`src/rtl/fetch_exec_unit.sv`:
```
`default_nettype none
// +---------------------------------------------------------------------------+
// | fetch_exec_unit                                                           |
// | Fetch/execute datapath for an 8-bit accumulator ISA fed by a sequencer.   |
// | Revision: 1.0                                                             |
// +---------------------------------------------------------------------------+
module fetch_exec_unit #(
    parameter int PC_W   = 4,
    parameter int DATA_W = 8
) (
    input  logic              clk,
    input  logic              reset,
    input  logic [1:0]        cs,
    input  logic              imem_we,
    input  logic [PC_W-1:0]   imem_addr,
    input  logic [7:0]        imem_wdata,
    input  logic              pc_clr,
    output logic              halt,
    output logic [PC_W-1:0]   pc,
    output logic [DATA_W-1:0] acc,
    output logic              carry,
    output logic [DATA_W-1:0] out_data,
    output logic              out_valid
);

    localparam logic [1:0] c_CS_IDLE  = 2'b00;
    localparam logic [1:0] c_CS_FETCH = 2'b01;
    localparam logic [1:0] c_CS_EXEC  = 2'b10;

    localparam logic [2:0] c_OP_LDI  = 3'b001;
    localparam logic [2:0] c_OP_ADDI = 3'b010;
    localparam logic [2:0] c_OP_SUBI = 3'b011;
    localparam logic [2:0] c_OP_JMP  = 3'b100;
    localparam logic [2:0] c_OP_JZ   = 3'b101;
    localparam logic [2:0] c_OP_OUT  = 3'b110;
    localparam logic [2:0] c_OP_HALT = 3'b111;

    logic [7:0]        r_imem [0:(2**PC_W)-1];
    logic [7:0]        r_ir;
    logic [PC_W-1:0]   r_pc;
    logic [DATA_W-1:0] r_acc;
    logic              r_carry;
    logic [DATA_W-1:0] r_out_data;
    logic              r_out_valid;

    logic [2:0]        w_op;
    logic [DATA_W-1:0] w_imm;
    logic [PC_W-1:0]   w_target;
    logic [DATA_W:0]   w_sum;
    logic [DATA_W-1:0] w_diff;
    logic              w_borrow;

    assign w_op     = r_ir[7:5];
    assign w_imm    = DATA_W'(r_ir[4:0]);
    assign w_target = r_ir[PC_W-1:0];
    assign w_sum    = {1'b0, r_acc} + {1'b0, w_imm};
    assign w_diff   = r_acc - w_imm;
    assign w_borrow = (r_acc < w_imm);

    assign halt      = (cs == c_CS_EXEC) && (w_op == c_OP_HALT);
    assign pc        = r_pc;
    assign acc       = r_acc;
    assign carry     = r_carry;
    assign out_data  = r_out_data;
    assign out_valid = r_out_valid;

    // Program storage survives reset so a run can be repeated after a reset.
    always_ff @(posedge clk) begin
        if ((cs == c_CS_IDLE) && imem_we) begin
            r_imem[imem_addr] <= imem_wdata;
        end
    end

    always_ff @(posedge clk or negedge reset) begin
        if (!reset) begin
            r_ir        <= '0;
            r_pc        <= '0;
            r_acc       <= '0;
            r_carry     <= 1'b0;
            r_out_data  <= '0;
            r_out_valid <= 1'b0;
        end else begin
            r_out_valid <= 1'b0;
            case (cs)
                c_CS_IDLE: begin
                    if (pc_clr) begin
                        r_pc <= '0;
                    end
                end
                c_CS_FETCH: begin
                    r_ir <= r_imem[r_pc];
                    r_pc <= r_pc + PC_W'(1);
                end
                c_CS_EXEC: begin
                    case (w_op)
                        c_OP_LDI: begin
                            r_acc   <= w_imm;
                            r_carry <= 1'b0;
                        end
                        c_OP_ADDI: begin
                            r_acc   <= w_sum[DATA_W-1:0];
                            r_carry <= w_sum[DATA_W];
                        end
                        c_OP_SUBI: begin
                            r_acc   <= w_diff;
                            r_carry <= w_borrow;
                        end
                        // Jumps overwrite the increment already applied in FETCH.
                        c_OP_JMP: r_pc <= w_target;
                        c_OP_JZ: begin
                            if (r_acc == '0) begin
                                r_pc <= w_target;
                            end
                        end
                        c_OP_OUT: begin
                            r_out_data  <= r_acc;
                            r_out_valid <= 1'b1;
                        end
                        default: ;
                    endcase
                end
                default: ;
            endcase
        end
    end

endmodule
`default_nettype wire

```
`config.mk`:
```
export PLATFORM = sky130hd
export DESIGN_NAME = fetch_exec_unit
export DESIGN_NICKNAME = d
export VERILOG_FILES = /design/src/rtl/fetch_exec_unit.sv
export SDC_FILE = /design/constraint.sdc
export NUM_CORES = 1
export LEC_CHECK = 0
export CORE_MARGIN = 1
export CORE_UTILIZATION = 64
export DETAILED_ROUTE_END_ITERATION = 12
export PLACE_DENSITY = 0.81
export SLEW_MARGIN = 20
export SYNTH_ARGS = -nofsm -noshare
export SYNTH_HDL_FRONTEND = slang
export SYNTH_SLANG_ARGS = --single-unit
```
`constraint.sdc`:
```
create_clock -name clk -period 4.1 [get_ports clk]
set_input_delay 0.82 -clock clk [delete_from_list [all_inputs] [get_ports clk]]
set_output_delay 0.82 -clock clk [all_outputs]
set_load 0.02 [all_outputs]
```
==> results.cfg <==
[synth]
synth_most_common_cell = sky130_fd_sc_hd__edfxtp_1
synth-seq-area-share = 0.661
synthAdderAreaFrac = 0.0328
synth-compound-area-share = 0.0767
synth_cell_types = 47
synth_top_family_by_area = multiplexers
syn_nets = 528
muxShareOfSynthArea = 0.105
netlist_area_um2 = 6950
postSynth.asyncResetShare = 0.190
synth_xor_xnor_area_share = 0.00630
netlist_top_cells_area = sky130_fd_sc_hd__edfxtp_1 (55%), sky130_fd_sc_hd__dfrtp_1 (11%), sky130_fd_sc_hd__mux4_2 (5.2%), sky130_fd_sc_hd__mux2i_1 (4.0%), sky130_fd_sc_hd__nand2_1 (2.9%)
synth_top_cells_by_count = sky130_fd_sc_hd__edfxtp_1 (128), sky130_fd_sc_hd__nand2_1 (54), sky130_fd_sc_hd__nor2_1 (34), sky130_fd_sc_hd__dfrtp_1 (30), sky130_fd_sc_hd__mux2i_1 (28)
synth.largest_area_cell = sky130_fd_sc_hd__edfxtp_1
synth_warnings = 0
synth-edff-count = 128
avgSynthCellArea_um2 = 14.1
postSynthRegisterBits = 158
synth-main-ff-cell = sky130_fd_sc_hd__edfxtp_1
yosys.area.top_type_share = 0.553
synthSimpleGateAreaFrac = 0.0883
post_synth_inst_count = 493

[timing]
rsz0062_at_grt = false
tightest_pin_transition_ns = 0.864
hold_violations = 0
final_period_minus_worst_setup_slack_ns = 3.34
worst_slew_margin_rel = 0.424
clock_skew_ns = 0.0116
timing.final.crit_share = 0.814
fmaxAchievable_ghz = 0.300
setup_tns_after_final_layout_ns = 0
final-max-slew-violation-count = 0
setup-violations-final = 0

[worst_setup_path]
r2r_start = pc[0]
setup.reg_to_reg.worst_slack_ns = 1.39
critical_path.max_fanout = 8
worstSetupEndpointType = output port
crit_buf_inv = 3
path_class = in -> out
arrival_time_reported_for_the_critical_path_endpoint_ns = 2.52
critPathLaunchType = primary input
worst-r2r-cell-count = 5
worstPathCellList = clkdlybuf4s50_1 > inv_1 > ha_1 > nand3_1 > nor2_1 > clkdlybuf4s50_1
critical_path_required_ns = 3.28
crit-reg2reg-capture = r_ir[1]
cp_top_family = buffers and inverters
critical_path.most_common_cell = sky130_fd_sc_hd__clkdlybuf4s50_1
critical-path-slowest-cell = sky130_fd_sc_hd__clkdlybuf4s50_1
slowest_delay_ns = 0.60

[placement]
port_buffers = 40
place_hpwl_mm = 9.68
place.gp.congestion = 0.895

[pwr]
p_leak_nw = 2.77
worst_ir_drop_vdd_v = 0.000376
cellPowerDensity_nw_per_um2 = 605

[worst_hold_path]
holdCritStartpoint = out_data[2]
worst_min_path_class = reg -> reg
hold_path_depth = 2
holdPathEnd = out_data[2]

[route]
drt-vias-per-instance = 6.41
drt-initial-drc-count = 430
detailroute.via_count = 4419
detailed_route_wire_length_per_cell_um = 22.7
drt-total-wl_mm = 15.6
drt_pass1_iterations = 5
drc = 0
antenna_violating_nets_post_route = 0

[die]
initial_utilization = 0.667
total_die_area_um2 = 11300
pin_count = 41
die_width_um = 106
die_y_um = 106
placeableCoreArea_um2 = 10400
rows = 37

[clock_network]
clkLatencyLatePin_ns = 0.52
clk_pin_slew_ns = 0.07
hold_bufs_at_cts = 0
clock_tree_from_tritoncts = done
cts-resized-gates = 0
cts_buf_count = 17
max-clock-path-buffers = 2
library_cell_used_as_clock_root_buffer = sky130_fd_sc_hd__clkbuf_8
clock_sink_count = 158
post_cts_buffers = 0
h_tree_depth = 4

[grt]
track_usage = 0.299
grt_max_degree = 31
vias_in_the_first_global_route = 4462
antenna_found_initial = 0
grt_pass1_wl_mm = 24.2
grt_overflow = 0

[finish]
number_of_antenna_cells_inserted = 0
flow.area_growth_from_synthesis_pct = 15.3
finalNetCount = 575
layout-drive-gt1-share = 0.118
multi_input_comb_area_um2 = 2150
number_of_fill_cells_in_the_layout = 619
final-seq-area_um2 = 4600
final_core_utilization = 0.769

[flow_run]
maxCapViolCount = 0

[run_status]
outcome = complete, no violations
[worst register-to-register path, delay by kind of cell, from the launching register on]
kind,cells,cell delay [ns]
flip-flops,1,0.92
AO/OA/AOI/OAI,3,0.78
buffers and inverters,1,0.54
multiplexers,1,0.34
[registers in the layout, summed over array words and instances, names as in the netlist]
name       count
carry          1
pc             4
r_imem       128
r_ir           8
out_valid      1
acc            8
out_data       8
[layer usage]
| metal | part of all wire | track usage |
|---|---|---|
| met5 | 0 | 0 |
| met4 | 0.018 | 0.0933 |
| met3 | 0.082 | 0.0779 |
| met2 | 0.52 | 0.494 |
| met1 | 0.38 | 0.392 |
[placed cells by master (no fill, tap or decap), types with 3 or more instances in the layout]
cell                              count
sky130_fd_sc_hd__edfxtp_1           128
sky130_fd_sc_hd__nand2_1             54
sky130_fd_sc_hd__clkdlybuf4s50_1     40
sky130_fd_sc_hd__nor2_1              34
sky130_fd_sc_hd__dfrtp_1             29
sky130_fd_sc_hd__mux2i_1             28
sky130_fd_sc_hd__o21ai_0             27
sky130_fd_sc_hd__inv_1               22
sky130_fd_sc_hd__a21oi_1             20
sky130_fd_sc_hd__mux4_2              16
sky130_fd_sc_hd__clkbuf_16           16
sky130_fd_sc_hd__ha_1                15
sky130_fd_sc_hd__nand4_1              9
sky130_fd_sc_hd__o22ai_1              9
sky130_fd_sc_hd__a211oi_1             9
sky130_fd_sc_hd__nand3_1              8
sky130_fd_sc_hd__mux2_2               8
sky130_fd_sc_hd__buf_4                8
sky130_fd_sc_hd__nand2b_1             7
sky130_fd_sc_hd__nor3_1               5
sky130_fd_sc_hd__nor2b_1              5
sky130_fd_sc_hd__xnor2_1              5
sky130_fd_sc_hd__nor4_1               4
sky130_fd_sc_hd__clkbuf_1             4
sky130_fd_sc_hd__clkinv_2             4
sky130_fd_sc_hd__clkinvlp_4           4
sky130_fd_sc_hd__or3_1                3
[report_power, final]
part           switching (W)  internal (W)
Combinational       0.000754      0.000583
Clock               0.000591      0.000862
Sequential          0.000207       0.00185
Total                0.00155       0.00330
[final cells by class]
type	instances	area share
repair buffers	48	0.0575
multi-input cells	292	0.268
clock buffers	21	0.0536
inverters	23	0.0108
clock inverters	11	0.0148
flip-flops and latches	158	0.574
well taps	136	0.0212
[cells by family after synthesis]
family / Yosys count
XOR/XNOR: 5
multiplexers: 52
adder cells (fa/ha/maj): 17
buffers and inverters: 43
AND/OR/NAND/NOR: 134
AO/OA/AOI/OAI: 84
flip-flops: 158
[through the flow]
step	setup WS, ns	power [W]	area [um2]	hold WS, ns	std cells
final	0.762	0.00485	8010	0.482	689
after CTS	0.760	0.00485	8010	0.486	689
after global routing	0.660	0.00507	8010	0.515	689
after detailed placement	0.770	0.00339	7460	0.470	657
after global placement	0.801	0.00335	7460	0.459	657
after floorplan	1.59	0.00294	6950	0.524	493
[worst max-delay path by stage]
stage / startpoint / to / depth (start not counted)
after floorplan: cs[0] / r_imem[0][0] / 5
after global placement: cs[0] / halt / 6
after detailed placement: cs[0] / halt / 6
after CTS: cs[0] / halt / 6
after global routing: cs[0] / halt / 6
final: cs[0] / halt / 6
Power figures use the tool's default switching activity.
